File: config.mk
export PLATFORM = sky130hd
export DESIGN_NAME = fft_frame_ctrl
export DESIGN_NICKNAME = d
export VERILOG_FILES = /design/src/rtl/fft_frame_ctrl.sv
export SDC_FILE = /design/constraint.sdc
export NUM_CORES = 1
export LEC_CHECK = 0
export BUFFER_PORTS_ARGS = -buffer_cell sky130_fd_sc_hd__buf_2
export CAP_MARGIN = 20
export CELL_PAD_IN_SITES_DETAIL_PLACEMENT = 1
export CELL_PAD_IN_SITES_GLOBAL_PLACEMENT = 1
export CORE_UTILIZATION = 40
export CTS_BUF_LIST = sky130_fd_sc_hd__clkbuf_16
export DETAILED_ROUTE_END_ITERATION = 8
export PLACE_DENSITY_LB_ADDON = 0.1
export SYNTH_ARGS = -nofsm -noshare
export SYNTH_HDL_FRONTEND = slang
export SYNTH_SLANG_ARGS = --single-unit
File: constraint.sdc
create_clock -name clk -period 2.7 [get_ports clk]
set_clock_uncertainty 0.2 [all_clocks]
set_input_delay 0.27 -clock clk [delete_from_list [all_inputs] [get_ports clk]]
set_output_delay 0.27 -clock clk [all_outputs]
set_load 0.01 [all_outputs]
File: src/rtl/fft_frame_ctrl.sv
`default_nettype none
// ============================================================================
//  Module      : fft_frame_ctrl
//  Description : Per-frame sequencer for the microphone-array FFT path.
//                Launches the FFT on a full sample frame, launches the peak
//                detector, reads the peak bin from every channel RAM and
//                publishes the result together with status flags.
//  Revision    : 1.0 - initial release
// ============================================================================
module fft_frame_ctrl #(
    parameter int NCH = 4,
    parameter int AW  = 10,
    parameter int DW  = 28,
    parameter int TMO = 8192
) (
    input  logic                   clk,
    input  logic                   reset,
    input  logic                   frame_full,
    output logic                   fft_start,
    input  logic                   fft_done,
    output logic                   det_start,
    input  logic                   det_done,
    input  logic [AW-1:0]          det_bin,
    input  logic [AW-1:0]          det_addr,
    output logic [AW-1:0]          ram_addr,
    output logic [$clog2(NCH)-1:0] ram_sel,
    input  logic [DW-1:0]          ram_q,
    output logic [AW-1:0]          res_bin,
    output logic [NCH*DW-1:0]      res_data,
    output logic                   res_valid,
    output logic                   busy,
    output logic                   overrun,
    output logic                   timeout,
    output logic [15:0]            frame_cnt
);

    // NCH is expected to be at least 2 so the select port has a real width.
    localparam int              c_SW        = $clog2(NCH);
    localparam int              c_TW        = (TMO > 2) ? $clog2(TMO) : 1;
    localparam logic [c_TW-1:0] c_TMO_LAST  = c_TW'(TMO - 1);
    localparam logic [c_SW-1:0] c_LAST_CH   = c_SW'(NCH - 1);
    // RAM data is usable on the third cycle after the address is presented.
    localparam logic [1:0]      c_CAP_PHASE = 2'd2;

    localparam logic [2:0] c_IDLE   = 3'd0;
    localparam logic [2:0] c_FFT    = 3'd1;
    localparam logic [2:0] c_DETECT = 3'd2;
    localparam logic [2:0] c_READ   = 3'd3;
    localparam logic [2:0] c_DONE   = 3'd4;

    logic [2:0]                 r_state;
    logic [c_TW-1:0]            r_tmo_cnt;
    logic [AW-1:0]              r_bin;
    logic [c_SW-1:0]            r_ch;
    logic [1:0]                 r_phase;
    // Staging slots keep partial READ captures away from res_data.
    logic [NCH-1:0][DW-1:0]     r_slot;

    assign busy = (r_state != c_IDLE);

    // Read-port mux: detector owns the address in DETECT, the sequencer in READ,
    // otherwise the port rests on the last published bin.
    always_comb begin
        ram_addr = res_bin;
        ram_sel  = '0;
        case (r_state)
            c_DETECT: ram_addr = det_addr;
            c_READ: begin
                ram_addr = r_bin;
                ram_sel  = r_ch;
            end
            default: begin
                ram_addr = res_bin;
                ram_sel  = '0;
            end
        endcase
    end

    // Frame sequencer with registered pulses, sticky flags and result registers.
    always_ff @(posedge clk) begin
        if (reset) begin
            r_state   <= c_IDLE;
            r_tmo_cnt <= '0;
            r_bin     <= '0;
            r_ch      <= '0;
            r_phase   <= '0;
            r_slot    <= '0;
            fft_start <= 1'b0;
            det_start <= 1'b0;
            res_valid <= 1'b0;
            overrun   <= 1'b0;
            timeout   <= 1'b0;
            frame_cnt <= '0;
            res_bin   <= '0;
            res_data  <= '0;
        end else begin
            fft_start <= 1'b0;
            det_start <= 1'b0;
            res_valid <= 1'b0;

            // A frame offered while a sequence is in flight is dropped.
            if (frame_full && (r_state != c_IDLE)) begin
                overrun <= 1'b1;
            end

            case (r_state)
                c_IDLE: begin
                    if (frame_full) begin
                        fft_start <= 1'b1;
                        r_tmo_cnt <= '0;
                        r_state   <= c_FFT;
                    end
                end
                c_FFT: begin
                    // Completion takes priority over the expiring timer.
                    if (fft_done) begin
                        det_start <= 1'b1;
                        r_state   <= c_DETECT;
                    end else if (r_tmo_cnt == c_TMO_LAST) begin
                        timeout <= 1'b1;
                        r_state <= c_IDLE;
                    end else begin
                        r_tmo_cnt <= r_tmo_cnt + c_TW'(1);
                    end
                end
                c_DETECT: begin
                    if (det_done) begin
                        r_bin   <= det_bin;
                        r_ch    <= '0;
                        r_phase <= '0;
                        r_state <= c_READ;
                    end
                end
                c_READ: begin
                    if (r_phase == c_CAP_PHASE) begin
                        r_slot[r_ch] <= ram_q;
                        r_phase      <= '0;
                        if (r_ch == c_LAST_CH) begin
                            r_state <= c_DONE;
                        end else begin
                            r_ch <= r_ch + c_SW'(1);
                        end
                    end else begin
                        r_phase <= r_phase + 2'd1;
                    end
                end
                c_DONE: begin
                    res_bin   <= r_bin;
                    res_data  <= r_slot;
                    res_valid <= 1'b1;
                    frame_cnt <= frame_cnt + 16'd1;
                    r_state   <= c_IDLE;
                end
                default: begin
                    r_state <= c_IDLE;
                end
            endcase
        end
    end

endmodule
`default_nettype wire

==> results.sh <==
export IMPL_cp_start_kind="flip-flop"
export IMPL_synth_ff_latch_count=285
export IMPL_ctsLongestPathBuffers=3
export IMPL_period_share=0.902
export IMPL_antenna_found_initial=0
export IMPL_synth_area_leaders="dfxtp_1 (54%), nand2_1 (18%), a21oi_1 (13%), clkbuf_1 (2.3%), mux2i_1 (1.0%)"
export IMPL_fin_tns_setup_ns=0
export IMPL_grt_pass1_vias=9605
export IMPL_grt_overflow_total=0
export IMPL_wl_per_cell_microns=17.3
export IMPL_intPower_mw=6.74
export IMPL_yosysTopAreaCell="dfxtp_1"
export IMPL_grt_usage=0.238
export IMPL_path_class="reg2out"
export IMPL_crit_slowest_cell="dfxtp_1"
export IMPL_vias=9799
export IMPL_synth_area_sq_um=10600
export IMPL_cts_tree="done"
export IMPL_clock_latency_ns=0.51
export IMPL_power_density_nw_per_um2=654
export IMPL_netlist_instances=1333
export IMPL_combPwrFrac=0.039
export IMPL_yosys_warnings=0
export IMPL_slew_violations=0
export IMPL_tightest_slew_ns=0.718
export IMPL_final_min_clock_period_ns=2.43
export IMPL_initial_core_util=0.406
export IMPL_area_growth_pct=26.4
export IMPL_drt_iter0_drc=598
export IMPL_final_nets=1606
export IMPL_numCtsBuffers=34
export IMPL_yosysMostFrequentCell="nand2_1"
export IMPL_fp_dieW_microns=164
export IMPL_power_switching_mw=1.99
export IMPL_setup_viol_count_final=0
export IMPL_swShare=0.228
export IMPL_vias_per_cell=5.15
export IMPL_synth_edf_count=0
export IMPL_p_leak_nw=5.09
export IMPL_synth_flop_cell="dfxtp_1"
export IMPL_drv_cap=0
export IMPL_grt_max_degree=85
export IMPL_grt_pass1_wl_microns=50900
export IMPL_worstPathRequired_ns=2.23
export IMPL_place_congestion=0.784
export IMPL_drc=0
export IMPL_hp_class="in2reg"
export IMPL_max_stage_delay_ns=0.69
export IMPL_post_cts_buffers=0
export IMPL_clkPwrFrac=0.476
export IMPL_ir_drop_mv=0.464
export IMPL_dpl_hpwl_microns=20400
export IMPL_path_cells="nand2b_1 > buf_4 > nand2_1 > o21ai_0 > buf_2"
export IMPL_clock_sinks=285
export IMPL_grt_setup_unrepaired="false"
export IMPL_ys_async_sr_fraction=0
export IMPL_max_freq_ghz=0.411
export IMPL_synth_cell_types=49
export IMPL_hold_viol_final=0
export IMPL_port_buffers=208
export IMPL_setup_worst_path_end_class="primary output"
export IMPL_crit_fanout=21
export IMPL_outcome="complete, no violations"
export IMPL_clock_root_buffer="clkbuf_16"
export IMPL_slew_headroom=0.515
export IMPL_synth_top_area_share=0.541
export IMPL_clk_pin_slew_ns=0.06
export IMPL_antennaDiodeCount=0
export IMPL_syn_avg_cell_area_sq_um=7.92
export IMPL_syn_nets=1392
export IMPL_fp_dieH_microns=164
export IMPL_wl_microns=32900
export IMPL_yosysSeqAreaShare=0.541
export IMPL_rows=59
export IMPL_arrival_ns=1.96
export IMPL_power_frac_seq=0.485
export IMPL_htree_levels=2
export IMPL_coreArea_sq_um=26000
export IMPL_final_antenna_net_count=0
export IMPL_setup_ws_ns=0.265
export IMPL_dieArea_sq_um=27000
export IMPL_drive_gt1_frac=0.185
export IMPL_synth_commonest_cells="nand2_1 (516), dfxtp_1 (285), a21oi_1 (265)"
export IMPL_ios=209
export IMPL_dr_pass1_iters=4
export IMPL_dp_slack_ns=0.393
==> power groups by stage <==
stage,combinational (mW),clock [mW],sequential [mW]
finish,0.336,4.15,4.24
global route,0.361,4.43,4.24
CTS,0.334,4.26,4.24
detailed placement,0.286,0,4.33
global placement,0.283,0,4.33
floorplan,0.158,0,4.32
==> sequential cells by signal, indices dropped and copies added, names as in the netlist, 2 cells and up <==
name / flops
r_slot: 112
r_phase: 2
r_state: 3
r_tmo_cnt: 13
r_bin: 10
res_data: 112
r_ch: 2
res_bin: 10
frame_cnt: 16
==> path summary, 6_finish.rpt <==
check,start,to,slack [ns],cells past startpoint
max,r_state[2],ram_addr[9],0.27,5
min,det_done,r_state[0],0.08,3
max reg2reg,r_state[1],r_slot[102],0.32,6
min reg2reg,res_data[19],res_data[19],0.25,2
==> placed cells by master, fill, tap and decap left out, types with 2 or more instances in the layout <==
master	count
nand2_1	515
dfxtp_1	285
a21oi_1	265
buf_2	207
dlygate4sd3_1	40
clkbuf_16	34
nor2_1	22
o21ai_0	16
buf_4	15
inv_1	14
mux2i_1	11
nand3_1	10
nand4_1	8
and3_1	8
buf_12	8
or3_1	7
or4_1	7
nor2b_1	7
clkinv_1	7
xor2_1	6
o31ai_1	6
ha_1	6
clkinv_2	5
and2_1	4
xnor2_1	4
and4_1	4
nor3_1	3
a22oi_1	3
nand3b_1	3
nor4bb_1	3
nand3_2	3
inv_6	3
nor4_1	2
a31o_2	2
o21a_1	2
or2_2	2
==> cells by family (layout without fill, tap and decap cells) <==
group / count (synthesis) / after routing / synth area share
flops: 285 / 285 / 0.541
compound gates: 303 / 303 / 0.150
buf+inv: 100 / 336 / 0.0378
mux: 11 / 11 / 0.0104
fa+ha+maj: 6 / 6 / 0.00711
simple gates: 618 / 618 / 0.246
xor+xnor: 10 / 10 / 0.00830
==> area by class of cell <==
cell class	count	area [sq um]
Fill cell	3217	12600
Sequential cell	285	5710
Multi-Input combinational cell	948	4460
Timing Repair Buffer	271	1720
Clock buffer	34	851
Tap cell	335	419
Clock inverter	24	150
Inverter	7	26.3
==> metrics by stage <==
step	cell area (sq um)	cells	hold slack [ns]	total power, mW	utilization
5_1_grt	13300	1904	0.0915	9.03	0.513
2_1_floorplan	10600	1333	0.206	4.48	-
6_report	13300	1904	0.0833	8.73	0.513
3_3_place_gp	11900	1806	0.239	4.61	0.459
3_5_place_dp	11900	1806	0.247	4.61	0.459
4_1_cts	13300	1904	0.0607	8.83	0.513
==> routing by layer <==
metal	GRT usage	wire length [microns]	vias to the layer above
met5	0	0	-
met4	0.0609	562	0
met3	0.0422	1640	43
met2	0.404	15600	218
met1	0.311	15100	4731
li1	-	-	4807
==> worst max-delay path, delay by kind of cell (launching register included) <==
kind	cells	cell delay (ns)
AO/OA/AOI/OAI	1	0.11
buffers and inverters	2	0.40
flip-flops	1	0.69
AND/OR/NAND/NOR	2	0.25
==> repair_timing <==
item	in CTS	in global routing
endpoints found under the hold margin	124	0
gates resized for setup	0	0
endpoints found under the setup margin	0	0
hold buffers	40	0
(Power assumes the default switching activity.)
